File: config.mk
export PLATFORM = sky130hd
export DESIGN_NAME = quad_decoder_flat
export DESIGN_NICKNAME = d
export VERILOG_FILES = /design/src/rtl/quad_decoder_if.sv /design/src/rtl/quad_decoder.sv /design/src/flat_wrapper.sv
export SDC_FILE = /design/constraint.sdc
export NUM_CORES = 1
export LEC_CHECK = 0
export ABC_AREA = 1
export CAP_MARGIN = 0
export CORE_MARGIN = 3
export CORE_UTILIZATION = 60
export DETAILED_ROUTE_END_ITERATION = 8
export PLACE_DENSITY = 0.87
export SLEW_MARGIN = 25
export SYNTH_ARGS = -nofsm -noshare
export SYNTH_HDL_FRONTEND = slang
export SYNTH_SLANG_ARGS = --single-unit
File: constraint.sdc
create_clock -name clk -period 3.88 [get_ports clk]
set_input_delay 0.776 -clock clk [delete_from_list [all_inputs] [get_ports clk]]
set_output_delay 0.776 -clock clk [all_outputs]
set_load 0.005 [all_outputs]
File: src/rtl/quad_decoder_if.sv
// Encoder-side bundle for the quadrature decoder: raw A/B phases in, position and strobes out.
interface quad_decoder_if;
  logic       a_in;
  logic       b_in;
  logic [4:0] count;
  logic       updn;
  logic       step;
  logic       err;

  modport master (output a_in, b_in, input count, updn, step, err);
  modport slave  (input a_in, b_in, output count, updn, step, err);
endinterface

File: src/rtl/quad_decoder.sv
// Quadrature decoder: 2-flop sync, debounce, x4 step decode into a modulo position count.
// Outputs are registered; a held input change lands 2+DEB_CYCLES edges after first sampling.
module quad_decoder #(
  parameter int CNT_LENGTH = 8,
  parameter int DEB_CYCLES = 4
) (
  input logic           clk,
  input logic           rst,
  quad_decoder_if.slave q
);

  localparam logic [4:0] CNT_MAX = 5'(CNT_LENGTH - 1);
  localparam logic [3:0] DEB_SAT = 4'(DEB_CYCLES);
  localparam logic [3:0] DEB_ACC = 4'(DEB_CYCLES - 2);

  typedef enum logic {INIT, TRACK} state_t;

  state_t     state;
  logic       a_s1, a_s2, b_s1, b_s2;
  logic [1:0] cand, stable;
  logic [3:0] deb_cnt;
  logic [4:0] count;
  logic       updn, step, err;

  logic [1:0] synced;
  logic       differ, accept;

  // Gray position along the up sequence 00->10->11->01.
  function automatic logic [1:0] phase(input logic [1:0] ab);
    case (ab)
      2'b00:   phase = 2'd0;
      2'b10:   phase = 2'd1;
      2'b11:   phase = 2'd2;
      default: phase = 2'd3;
    endcase
  endfunction

  // With a one-cycle debounce the first differing sample is itself accepted.
  always_comb begin
    synced = {a_s2, b_s2};
    differ = (synced != cand);
    accept = 1'b0;
    if (DEB_CYCLES == 1) accept = differ;
    else                 accept = !differ && (deb_cnt == DEB_ACC);
  end

  always_ff @(posedge clk) begin
    if (rst) begin
      a_s1    <= 1'b0;
      a_s2    <= 1'b0;
      b_s1    <= 1'b0;
      b_s2    <= 1'b0;
      cand    <= 2'b00;
      stable  <= 2'b00;
      deb_cnt <= 4'd0;
      state   <= INIT;
      count   <= 5'd0;
      updn    <= 1'b1;
      step    <= 1'b0;
      err     <= 1'b0;
    end else begin
      a_s1 <= q.a_in;
      a_s2 <= a_s1;
      b_s1 <= q.b_in;
      b_s2 <= b_s1;
      step <= 1'b0;
      err  <= 1'b0;

      if (differ) begin
        cand    <= synced;
        deb_cnt <= 4'd0;
      end else if (deb_cnt != DEB_SAT) begin
        deb_cnt <= deb_cnt + 4'd1;
      end

      if (accept) begin
        case (state)
          INIT: begin
            stable <= synced;
            state  <= TRACK;
          end
          default: begin
            if (synced != stable) begin
              stable <= synced;
              if (phase(synced) == phase(stable) + 2'd1) begin
                count <= (count == CNT_MAX) ? 5'd0 : count + 5'd1;
                updn  <= 1'b1;
                step  <= 1'b1;
              end else if (phase(synced) + 2'd1 == phase(stable)) begin
                count <= (count == 5'd0) ? CNT_MAX : count - 5'd1;
                updn  <= 1'b0;
                step  <= 1'b1;
              end else begin
                err <= 1'b1;
              end
            end
          end
        endcase
      end
    end
  end

  assign q.count = count;
  assign q.updn  = updn;
  assign q.step  = step;
  assign q.err   = err;

endmodule

File: src/flat_wrapper.sv
// flat-port wrapper written by rule: the top's interface ports become plain ports
module quad_decoder_flat 
#(
  parameter int CNT_LENGTH = 8,
  parameter int DEB_CYCLES = 4
)
  (clk, rst, q_a_in, q_b_in, q_count, q_updn, q_step, q_err);
  quad_decoder_if q_i ();
  input logic clk;
  input logic rst;
  input wire logic [$bits(q_i.a_in)-1:0] q_a_in;
  input wire logic [$bits(q_i.b_in)-1:0] q_b_in;
  output wire logic [$bits(q_i.count)-1:0] q_count;
  output wire logic [$bits(q_i.updn)-1:0] q_updn;
  output wire logic [$bits(q_i.step)-1:0] q_step;
  output wire logic [$bits(q_i.err)-1:0] q_err;
  assign q_i.a_in = q_a_in;
  assign q_i.b_in = q_b_in;
  assign q_count = q_i.count;
  assign q_updn = q_i.updn;
  assign q_step = q_i.step;
  assign q_err = q_i.err;
  quad_decoder #(.CNT_LENGTH(CNT_LENGTH), .DEB_CYCLES(DEB_CYCLES)) u_core (.clk(clk), .rst(rst), .q(q_i));
endmodule
==> impl_metrics.prom, run 1 <==
# TYPE chip_impl_metric gauge
chip_impl_metric{name="timing.reg2reg.worst_path_depth",unit=""} 9
chip_impl_metric{name="ant_nets",unit=""} 0
chip_impl_metric{name="wl_per_cell",unit="µm"} 11.0
chip_impl_metric{name="comb_power_share",unit="%"} 20.1
chip_impl_metric{name="hpwlAfterDp",unit="mm"} 2.02
chip_impl_info{name="route.top_layer_used",value="met4"} 1
chip_impl_metric{name="drt_wl_total",unit="mm"} 2.49
chip_impl_metric{name="power.switching_fraction",unit="%"} 31.3
chip_impl_metric{name="synth-seq-area-share",unit="%"} 32.7
chip_impl_metric{name="power_frac_clock",unit="%"} 25.5
chip_impl_metric{name="r2r_setup_slack",unit="ps"} 2090
chip_impl_metric{name="critical_path_buffer_and_inverter_count",unit=""} 1
chip_impl_metric{name="globalRoute.totalOverflow",unit=""} 0
chip_impl_info{name="hp-start",value="u_core.a_s1$_SDFF_PP0_"} 1
chip_impl_metric{name="syn-mean-instance-area",unit="µm²"} 6.92
chip_impl_metric{name="cap_violations",unit=""} 0
chip_impl_metric{name="power_frac_seq",unit="%"} 54.5
chip_impl_metric{name="grtUsageTotal",unit="%"} 20.6
chip_impl_info{name="outcome",value="completed"} 1
chip_impl_metric{name="vdd_drop_max",unit="mV"} 0.246
chip_impl_metric{name="slew_viol_final",unit=""} 0
chip_impl_metric{name="top_level_ports",unit=""} 12
chip_impl_metric{name="pin_count_of_the_biggest_net_entering_global_routing",unit=""} 14
chip_impl_metric{name="hold_ws",unit="ps"} 419
chip_impl_metric{name="synth.net_count",unit=""} 199
chip_impl_metric{name="worst_hold_path.num_cells",unit=""} 2
chip_impl_metric{name="met3WireLength",unit="µm"} 80
chip_impl_metric{name="vias_in_the_first_global_route",unit=""} 1059
chip_impl_metric{name="first_pass_iters",unit=""} 4
chip_impl_info{name="critical_path.reg2reg.endpoint",value="u_core.q.count[2]$_SDFFE_PP0P_"} 1
chip_impl_metric{name="worst-endpoint-required",unit="ps"} 3100
chip_impl_metric{name="dieArea",unit="µm²"} 2740
chip_impl_metric{name="placementRows",unit=""} 16
chip_impl_metric{name="route.met2.wl",unit="mm"} 1.16
chip_impl_metric{name="final_cell_area",unit="µm²"} 1450
chip_impl_metric{name="postCtsResizedCells",unit=""} 0
chip_impl_info{name="startpoint_class",value="flop"} 1
chip_impl_metric{name="place_congestion",unit=""} 0.889
chip_impl_metric{name="final.period_utilization",unit="%"} 56.1
chip_impl_metric{name="number_of_enable_type_register_cells_in_the_synthesized_netlist",unit=""} 0
chip_impl_metric{name="via_count_of_the_routed_design",unit=""} 1122
chip_impl_metric{name="finalClockSkew",unit="ps"} 7.39
chip_impl_metric{name="cell_internal_pwr",unit="µW"} 292
chip_impl_metric{name="max-clock-path-buffers",unit=""} 2
chip_impl_metric{name="hold_viol_final",unit=""} 0
chip_impl_metric{name="clk_pin_slew_worst_paths",unit="ps"} 110
chip_impl_metric{name="cts.repair_timing.setup_buffer_count",unit=""} 0
chip_impl_info{name="critical-path-slowest-cell",value="sky130_fd_sc_hd__clkdlybuf4s50_1"} 1
chip_impl_info{name="setup.worst_path.end_class",value="primary output"} 1
chip_impl_metric{name="fp.coreArea",unit="µm²"} 2000
chip_impl_metric{name="fp.dieW",unit="µm"} 52.3
chip_impl_metric{name="syn-instance-count",unit=""} 186
chip_impl_info{name="cts_root_buf",value="sky130_fd_sc_hd__clkbuf_4"} 1
chip_impl_metric{name="portBuffers",unit=""} 11
chip_impl_metric{name="grt_first_pass_wirelength",unit="mm"} 4.31
chip_impl_metric{name="number_of_antenna_violations_at_the_first_check_in_global_routing",unit=""} 0
chip_impl_metric{name="synthDistinctLibCells",unit=""} 23
chip_impl_metric{name="diodes",unit=""} 0
chip_impl_metric{name="fillerInstances",unit=""} 171
chip_impl_metric{name="power_density",unit="nW/µm²"} 293
chip_impl_metric{name="critPathMaxFanout",unit=""} 9
chip_impl_metric{name="critPathArrivalTime",unit="ps"} 1400
chip_impl_metric{name="post-place-cells",unit=""} 222
chip_impl_metric{name="cts_htree_levels",unit=""} 1
chip_impl_metric{name="detail_route.wirelength.met1",unit="mm"} 1.23
chip_impl_info{name="grt_setup_unrepaired",value="no"} 1
chip_impl_info{name="critical_path.reg2reg.startpoint",value="u_core.a_s2$_SDFF_PP0_"} 1
chip_impl_metric{name="async_set_or_reset_flop_fraction_in_the_synthesized_netlist",unit="%"} 0
chip_impl_metric{name="drtIter0Drc",unit=""} 27
chip_impl_info{name="largest_delay_contributor_family_on_the_critical_path",value="buffers and inverters"} 1
chip_impl_metric{name="leakagePower",unit="nW"} 0.639
chip_impl_metric{name="clk-insertion-delay-late",unit="ps"} 310
chip_impl_info{name="critical_path_class",value="reg2out"} 1
chip_impl_info{name="cts_tree",value="yes"} 1
chip_impl_metric{name="finish.net_count",unit=""} 213
chip_impl_metric{name="placement.cell_area",unit="µm²"} 1420
chip_impl_metric{name="critical-path-max-stage-delay",unit="ps"} 570
chip_impl_metric{name="total_stage_count_of_the_critical_path",unit=""} 1
chip_impl_metric{name="period_needed",unit="ps"} 2180
chip_impl_metric{name="cts.hold.buffers_added",unit=""} 0
chip_impl_metric{name="fin_tns_setup",unit="ps"} 0
chip_impl_info{name="worst_hold_path.endpoint",value="u_core.a_s2$_SDFF_PP0_"} 1
chip_impl_info{name="worst_hold_path_type",value="reg2reg"} 1
chip_impl_metric{name="final_setup_violation_count",unit=""} 0
chip_impl_metric{name="timing_worst_slew_pin_value",unit="ps"} 457
chip_impl_metric{name="finish.cell_count_without_fillers",unit=""} 226
chip_impl_metric{name="area.growth.synth_to_final",unit="%"} 12.8
chip_impl_metric{name="max_slew_margin",unit="%"} 69.4
chip_impl_metric{name="maximum_operating_frequency",unit="GHz"} 0.459
chip_impl_metric{name="layout-drive-gt1-share",unit="%"} 11.6
chip_impl_info{name="timing.critical_path.cells",value="clkdlybuf4s50_1"} 1
chip_impl_metric{name="vias_per_cell",unit=""} 4.96
chip_impl_metric{name="initial_utilization",unit="%"} 64.3
chip_impl_metric{name="synth.ff_latch_count",unit=""} 21
chip_impl_metric{name="drc",unit=""} 0
chip_impl_metric{name="synth-warning-count",unit=""} 0
chip_impl_metric{name="die_height",unit="µm"} 52.3
chip_impl_metric{name="cts_made_buffers",unit=""} 3
chip_impl_metric{name="clock-sinks",unit=""} 21
chip_impl_metric{name="post_synth_instance_area",unit="µm²"} 1290
chip_impl_info{name="synth_flop_cell",value="sky130_fd_sc_hd__dfxtp_1"} 1
chip_impl_info{name="crit_path_start",value="u_core.q.count[2]$_SDFFE_PP0P_"} 1
chip_impl_metric{name="switchingPower",unit="µW"} 133
==> worst max path at each step <==
| stage | end | slack, ps |
|---|---|---|
| finish | q_count[2] | 1700 |
| global route | q_count[2] | 1650 |
| CTS | q_count[2] | 1700 |
| detailed placement | u_core.deb_cnt[1]$_SDFFE_PP0P_ | 1760 |
| global placement | u_core.deb_cnt[2]$_SDFFE_PP0P_ | 1820 |
| floorplan | u_core.q.count[3]$_SDFFE_PP0P_ | 2410 |
==> stage by stage <==
step           util, %  worst slack (ps)  power, mW
2_1_floorplan        -              2410      0.302
3_3_place_gp      71.0              1820      0.316
3_5_place_dp      71.0              1760      0.322
4_1_cts           72.5              1700      0.429
5_1_grt           72.5              1650      0.446
6_report          72.5              1700      0.425
==> power groups by stage <==
| stage | clock network (mW) | registers (mW) | logic (mW) |
|---|---|---|---|
| after global placement | 0 | 0.236 | 0.0805 |
| final | 0.108 | 0.232 | 0.0853 |
| after global routing | 0.116 | 0.233 | 0.0968 |
| after CTS | 0.111 | 0.232 | 0.0854 |
| after floorplan | 0 | 0.234 | 0.0677 |
| after detailed placement | 0 | 0.237 | 0.0850 |
==> cells by family after synthesis <==
| group | count (synthesis) | synth area share [%] |
|---|---|---|
| buffers and inverters | 34 | 10.0 |
| flip-flops | 21 | 32.7 |
| XOR/XNOR | 4 | 2.72 |
| adder cells (fa/ha/maj) | 9 | 8.76 |
| AO/OA/AOI/OAI | 14 | 7.00 |
| AND/OR/NAND/NOR | 104 | 38.8 |
==> per-layer routing <==
metal / track usage [%] / vias to the layer above
li1: - / 601
met1: 26.7 / 499
met2: 33.9 / 18
met3: 5.70 / 4
met4: 4.26 / 0
met5: 0 / -
==> cells in the final DEF (no fill, tap or decap) <==
cell type,instances
sky130_fd_sc_hd__xnor2_1,4
sky130_fd_sc_hd__nor3_4,1
sky130_fd_sc_hd__ha_1,9
sky130_fd_sc_hd__dfxtp_1,21
sky130_fd_sc_hd__nor3_1,2
sky130_fd_sc_hd__nand2_2,7
sky130_fd_sc_hd__nand4_1,6
sky130_fd_sc_hd__nor2_1,19
sky130_fd_sc_hd__clkinvlp_4,1
sky130_fd_sc_hd__o21ai_1,1
sky130_fd_sc_hd__clkdlybuf4s50_1,11
sky130_fd_sc_hd__inv_1,28
sky130_fd_sc_hd__a21oi_2,1
sky130_fd_sc_hd__nand2_1,50
sky130_fd_sc_hd__nor2_4,3
sky130_fd_sc_hd__nand3_4,1
sky130_fd_sc_hd__nand3_1,13
sky130_fd_sc_hd__clkbuf_4,3
sky130_fd_sc_hd__inv_2,4
sky130_fd_sc_hd__a21oi_1,8
sky130_fd_sc_hd__o21ai_0,3
sky130_fd_sc_hd__nand3_2,1
sky130_fd_sc_hd__and2_1,1
sky130_fd_sc_hd__a31oi_4,1
==> registers in the layout (all words and copies together) (netlist names), 2 cells and up <==
name / cells
u_core.q.count: 5
u_core.stable: 2
u_core.cand: 2
u_core.deb_cnt: 4
==> layout make-up <==
cell class	count	area (µm²)	share of cell area (%)
Clock buffer	3	22.5	1.55
Clock inverter	1	7.51	0.517
Inverter	32	120	8.28
Multi-Input combinational cell	131	737	50.8
Sequential cell	21	420	29.0
Tap cell	27	33.8	2.33
Timing Repair Buffer	11	110	7.59
==> worst reg2reg max path, stage by stage (launching register included) <==
cell and delay, ps:
sky130_fd_sc_hd__dfxtp_1 450, sky130_fd_sc_hd__inv_2 110, sky130_fd_sc_hd__ha_1 300, sky130_fd_sc_hd__xnor2_1 230, sky130_fd_sc_hd__inv_2 110, sky130_fd_sc_hd__nand2_2 110
sky130_fd_sc_hd__inv_2 50, sky130_fd_sc_hd__nand2_2 130, sky130_fd_sc_hd__nand2_1 70, sky130_fd_sc_hd__a21oi_1 160
==> synthesized netlist by cell type (2+ instances only) <==
master / count / area [µm²]
sky130_fd_sc_hd__dfxtp_1: 21 / 420
sky130_fd_sc_hd__xnor2_1: 4 / 35.0
sky130_fd_sc_hd__nand2_2: 7 / 43.8
sky130_fd_sc_hd__nor2_1: 19 / 71.3
sky130_fd_sc_hd__inv_2: 4 / 15.0
sky130_fd_sc_hd__nor3_1: 2 / 10.0
sky130_fd_sc_hd__a21oi_1: 8 / 40.0
sky130_fd_sc_hd__o21ai_0: 3 / 15.0
sky130_fd_sc_hd__nor2_4: 3 / 33.8
sky130_fd_sc_hd__inv_1: 28 / 105
sky130_fd_sc_hd__nand4_1: 6 / 37.5
sky130_fd_sc_hd__nand3_1: 13 / 65.1
sky130_fd_sc_hd__ha_1: 9 / 113
sky130_fd_sc_hd__nand2_1: 50 / 188
Note: power is estimated with default switching activity, not from simulation.
==> inputs of run 2 (changes only) <==
--- a/config.mk
+++ b/config.mk
@@ -8,9 +8,9 @@
 export ABC_AREA = 1
 export CAP_MARGIN = 0
 export CORE_MARGIN = 3
-export CORE_UTILIZATION = 60
+export CORE_UTILIZATION = 50
 export DETAILED_ROUTE_END_ITERATION = 8
-export PLACE_DENSITY = 0.87
+export PLACE_DENSITY = 0.78
 export SLEW_MARGIN = 25
 export SYNTH_ARGS = -nofsm -noshare
 export SYNTH_HDL_FRONTEND = slang
==> constraint.sdc (replaced) <==
create_clock -name clk -period 1.75 [get_ports clk]
set_input_delay 0.35 -clock clk [delete_from_list [all_inputs] [get_ports clk]]
set_output_delay 0.35 -clock clk [all_outputs]
set_load 0.005 [all_outputs]
==> run 2 against run 1 <==
  * Design area up 3.1%
  * Clock skew down 2.3 ps
  * Power up 130%
  * Count of clock-buffer cells in the layout unchanged
  * First-iteration DRC count down 22%
  * Sequential cell count unchanged
  * Critical endpoint is now q_count[1]
  * Routed wire length up 4.9%
  * Core utilization down 8.0 points
  * Die area up 18%
  * Largest cell class unchanged
  * Clock power up 130%
  * Global-route usage down 3.2 points
  * Hold slack worse by 2.8 ps
==> impl_metrics.prom, run 2 (synthesis results as in run 1) <==
# TYPE chip_impl_metric gauge
chip_impl_info{name="outcome",value="completed"} 1
chip_impl_metric{name="worst-endpoint-required",unit="ps"} 1400
chip_impl_info{name="startpoint_class",value="flop"} 1
chip_impl_info{name="critical-path-slowest-cell",value="sky130_fd_sc_hd__clkdlybuf4s50_1"} 1
chip_impl_metric{name="cts_htree_levels",unit=""} 1
chip_impl_info{name="top_register",value="u_core.q.count"} 1
chip_impl_metric{name="vias_in_the_first_global_route",unit=""} 1073
chip_impl_metric{name="grtUsageTotal",unit="%"} 17.4
chip_impl_info{name="grt_setup_unrepaired",value="no"} 1
chip_impl_info{name="biggestRegsByFlops",value="u_core.q.count: 5 flops, u_core.deb_cnt: 4 flops"} 1
chip_impl_metric{name="critical-path-max-stage-delay",unit="ps"} 540
chip_impl_metric{name="globalRoute.totalOverflow",unit=""} 0
chip_impl_metric{name="max-clock-path-buffers",unit=""} 2
chip_impl_metric{name="max_slew_margin",unit="%"} 83.5
chip_impl_metric{name="period_needed",unit="ps"} 1640
chip_impl_info{name="layout_common_cells",value="sky130_fd_sc_hd__nand2_1, sky130_fd_sc_hd__inv_1, sky130_fd_sc_hd__nor2_1, sky130_fd_sc_hd__dfxtp_1, sky130_fd_sc_hd__nand3_1"} 1
chip_impl_metric{name="cts.repair_timing.setup_buffer_count",unit=""} 0
chip_impl_metric{name="vdd_drop_max",unit="mV"} 0.649
chip_impl_metric{name="clk_pin_slew_worst_paths",unit="ps"} 120
chip_impl_metric{name="ant_nets",unit=""} 0
chip_impl_metric{name="top_level_ports",unit=""} 12
chip_impl_metric{name="fp.coreArea",unit="µm²"} 2320
chip_impl_metric{name="layout-drive-gt1-share",unit="%"} 15.4
chip_impl_metric{name="finalClockSkew",unit="ps"} 5.12
chip_impl_metric{name="via_count_of_the_routed_design",unit=""} 1173
chip_impl_metric{name="final.period_utilization",unit="%"} 93.7
chip_impl_metric{name="number_of_antenna_violations_at_the_first_check_in_global_routing",unit=""} 0
chip_impl_metric{name="die_height",unit="µm"} 56.7
chip_impl_metric{name="critPathMaxFanout",unit=""} 6
chip_impl_metric{name="placementRows",unit=""} 17
chip_impl_metric{name="clk-insertion-delay-late",unit="ps"} 310
chip_impl_metric{name="postCtsResizedCells",unit=""} 0
chip_impl_metric{name="maximum_operating_frequency",unit="GHz"} 0.610
chip_impl_metric{name="largest_reg_flops",unit=""} 5
chip_impl_metric{name="slew_viol_final",unit=""} 0
chip_impl_info{name="worst_hold_path_type",value="reg2reg"} 1
chip_impl_metric{name="dieArea",unit="µm²"} 3220
chip_impl_metric{name="finish.cell_count_without_fillers",unit=""} 229
chip_impl_metric{name="post-place-cells",unit=""} 225
chip_impl_metric{name="drc",unit=""} 0
chip_impl_metric{name="pin_count_of_the_biggest_net_entering_global_routing",unit=""} 13
chip_impl_metric{name="power_density",unit="nW/µm²"} 643
chip_impl_metric{name="cap_violations",unit=""} 0
chip_impl_metric{name="area.growth.synth_to_final",unit="%"} 16.3
chip_impl_metric{name="leakagePower",unit="nW"} 0.662
chip_impl_metric{name="first_pass_iters",unit=""} 4
chip_impl_metric{name="place_congestion",unit=""} 0.854
chip_impl_metric{name="final_setup_violation_count",unit=""} 0
chip_impl_info{name="largest_delay_contributor_family_on_the_critical_path",value="buffers and inverters"} 1
chip_impl_metric{name="power.total",unit="µW"} 963
chip_impl_metric{name="critPathArrivalTime",unit="ps"} 1290
chip_impl_info{name="setup.worst_path.end_class",value="primary output"} 1
chip_impl_metric{name="hpwlAfterDp",unit="mm"} 2.01
chip_impl_metric{name="portBuffers",unit=""} 11
chip_impl_info{name="layout.cells.most_common",value="sky130_fd_sc_hd__nand2_1"} 1
chip_impl_metric{name="vias_per_cell",unit=""} 5.12
chip_impl_metric{name="drt_wl_total",unit="mm"} 2.61
chip_impl_metric{name="clock-sinks",unit=""} 21
chip_impl_info{name="critical_path_class",value="reg2out"} 1
chip_impl_metric{name="cts.hold.buffers_added",unit=""} 0
chip_impl_metric{name="critical_path_buffer_and_inverter_count",unit=""} 1
chip_impl_metric{name="initial_utilization",unit="%"} 55.5
chip_impl_metric{name="timing_worst_slew_pin_value",unit="ps"} 247
chip_impl_metric{name="diodes",unit=""} 0
chip_impl_metric{name="postLayoutCoreUtil",unit="%"} 64.5
chip_impl_metric{name="fin_tns_setup",unit="ps"} 0
chip_impl_metric{name="drtIter0Drc",unit=""} 21
chip_impl_metric{name="hold_viol_final",unit=""} 0
chip_impl_metric{name="cts_made_buffers",unit=""} 3
chip_impl_info{name="timing.critical_path.cells",value="clkdlybuf4s50_1"} 1
chip_impl_metric{name="fp.dieW",unit="µm"} 56.7
chip_impl_info{name="cts_tree",value="yes"} 1
chip_impl_metric{name="grt_first_pass_wirelength",unit="mm"} 4.46
chip_impl_metric{name="finish.net_count",unit=""} 215
chip_impl_metric{name="wl_per_cell",unit="µm"} 11.4
chip_impl_info{name="cts_root_buf",value="sky130_fd_sc_hd__clkbuf_4"} 1
-- run 2: changes by cell type in the layout (fill, tap and decap cells not counted), sizes merged --
cell      previous run  this run
clkinv               0         1
clkinvlp             1         0
buf                  0         2
-- run 2: routing by layer --
metal / GRT usage (%) / routed length, µm
met2: 28.7 / 1220
met5: 0 / 0
met1: 21.5 / 1260
met3: 5.06 / 97
met4: 5.42 / 34
-- run 2: layout make-up --
type / count / area (µm²)
fill: 211 / 822
multi-input combinational: 131 / 762
sequential: 21 / 427
timing repair buffer: 13 / 125
inverter: 32 / 120
tap: 28 / 35.0
clock buffer: 3 / 22.5
clock inverter: 1 / 5.00
-- run 2: path summary, 6_finish.rpt --
path | slack (ps) | startpoint | cells past startpoint | endpoint
worst max-delay path | 110 | u_core.q.count[1]$_SDFFE_PP0P_ | 1 | q_count[1]
worst min-delay path | 420 | u_core.b_s1$_SDFF_PP0_ | 2 | u_core.b_s2$_SDFF_PP0_
worst max register to register | 140 | u_core.a_s2$_SDFF_PP0_ | 9 | u_core.q.updn$_SDFFE_PP1P_
worst min register to register | 420 | u_core.b_s1$_SDFF_PP0_ | 2 | u_core.b_s2$_SDFF_PP0_
-- run 2: metrics by stage --
| step | instance area (µm²) | hold slack, ps | setup slack (ps) |
|---|---|---|---|
| CTS | 1470 | 417 | 42.2 |
| global placement | 1440 | 390 | 105 |
| floorplan | 1290 | 388 | 282 |
| finish | 1500 | 416 | 110 |
| detailed placement | 1440 | 399 | 80.7 |
| global route | 1500 | 447 | 18.2 |
-- run 2: where the power goes --
part           total (mW)  leakage, nW  switching [mW]  internal (mW)
clock               0.243       0.0177           0.158         0.0855
sequential          0.514        0.173          0.0200          0.494
combinational       0.205        0.472           0.128         0.0770
total               0.963        0.662           0.306          0.657
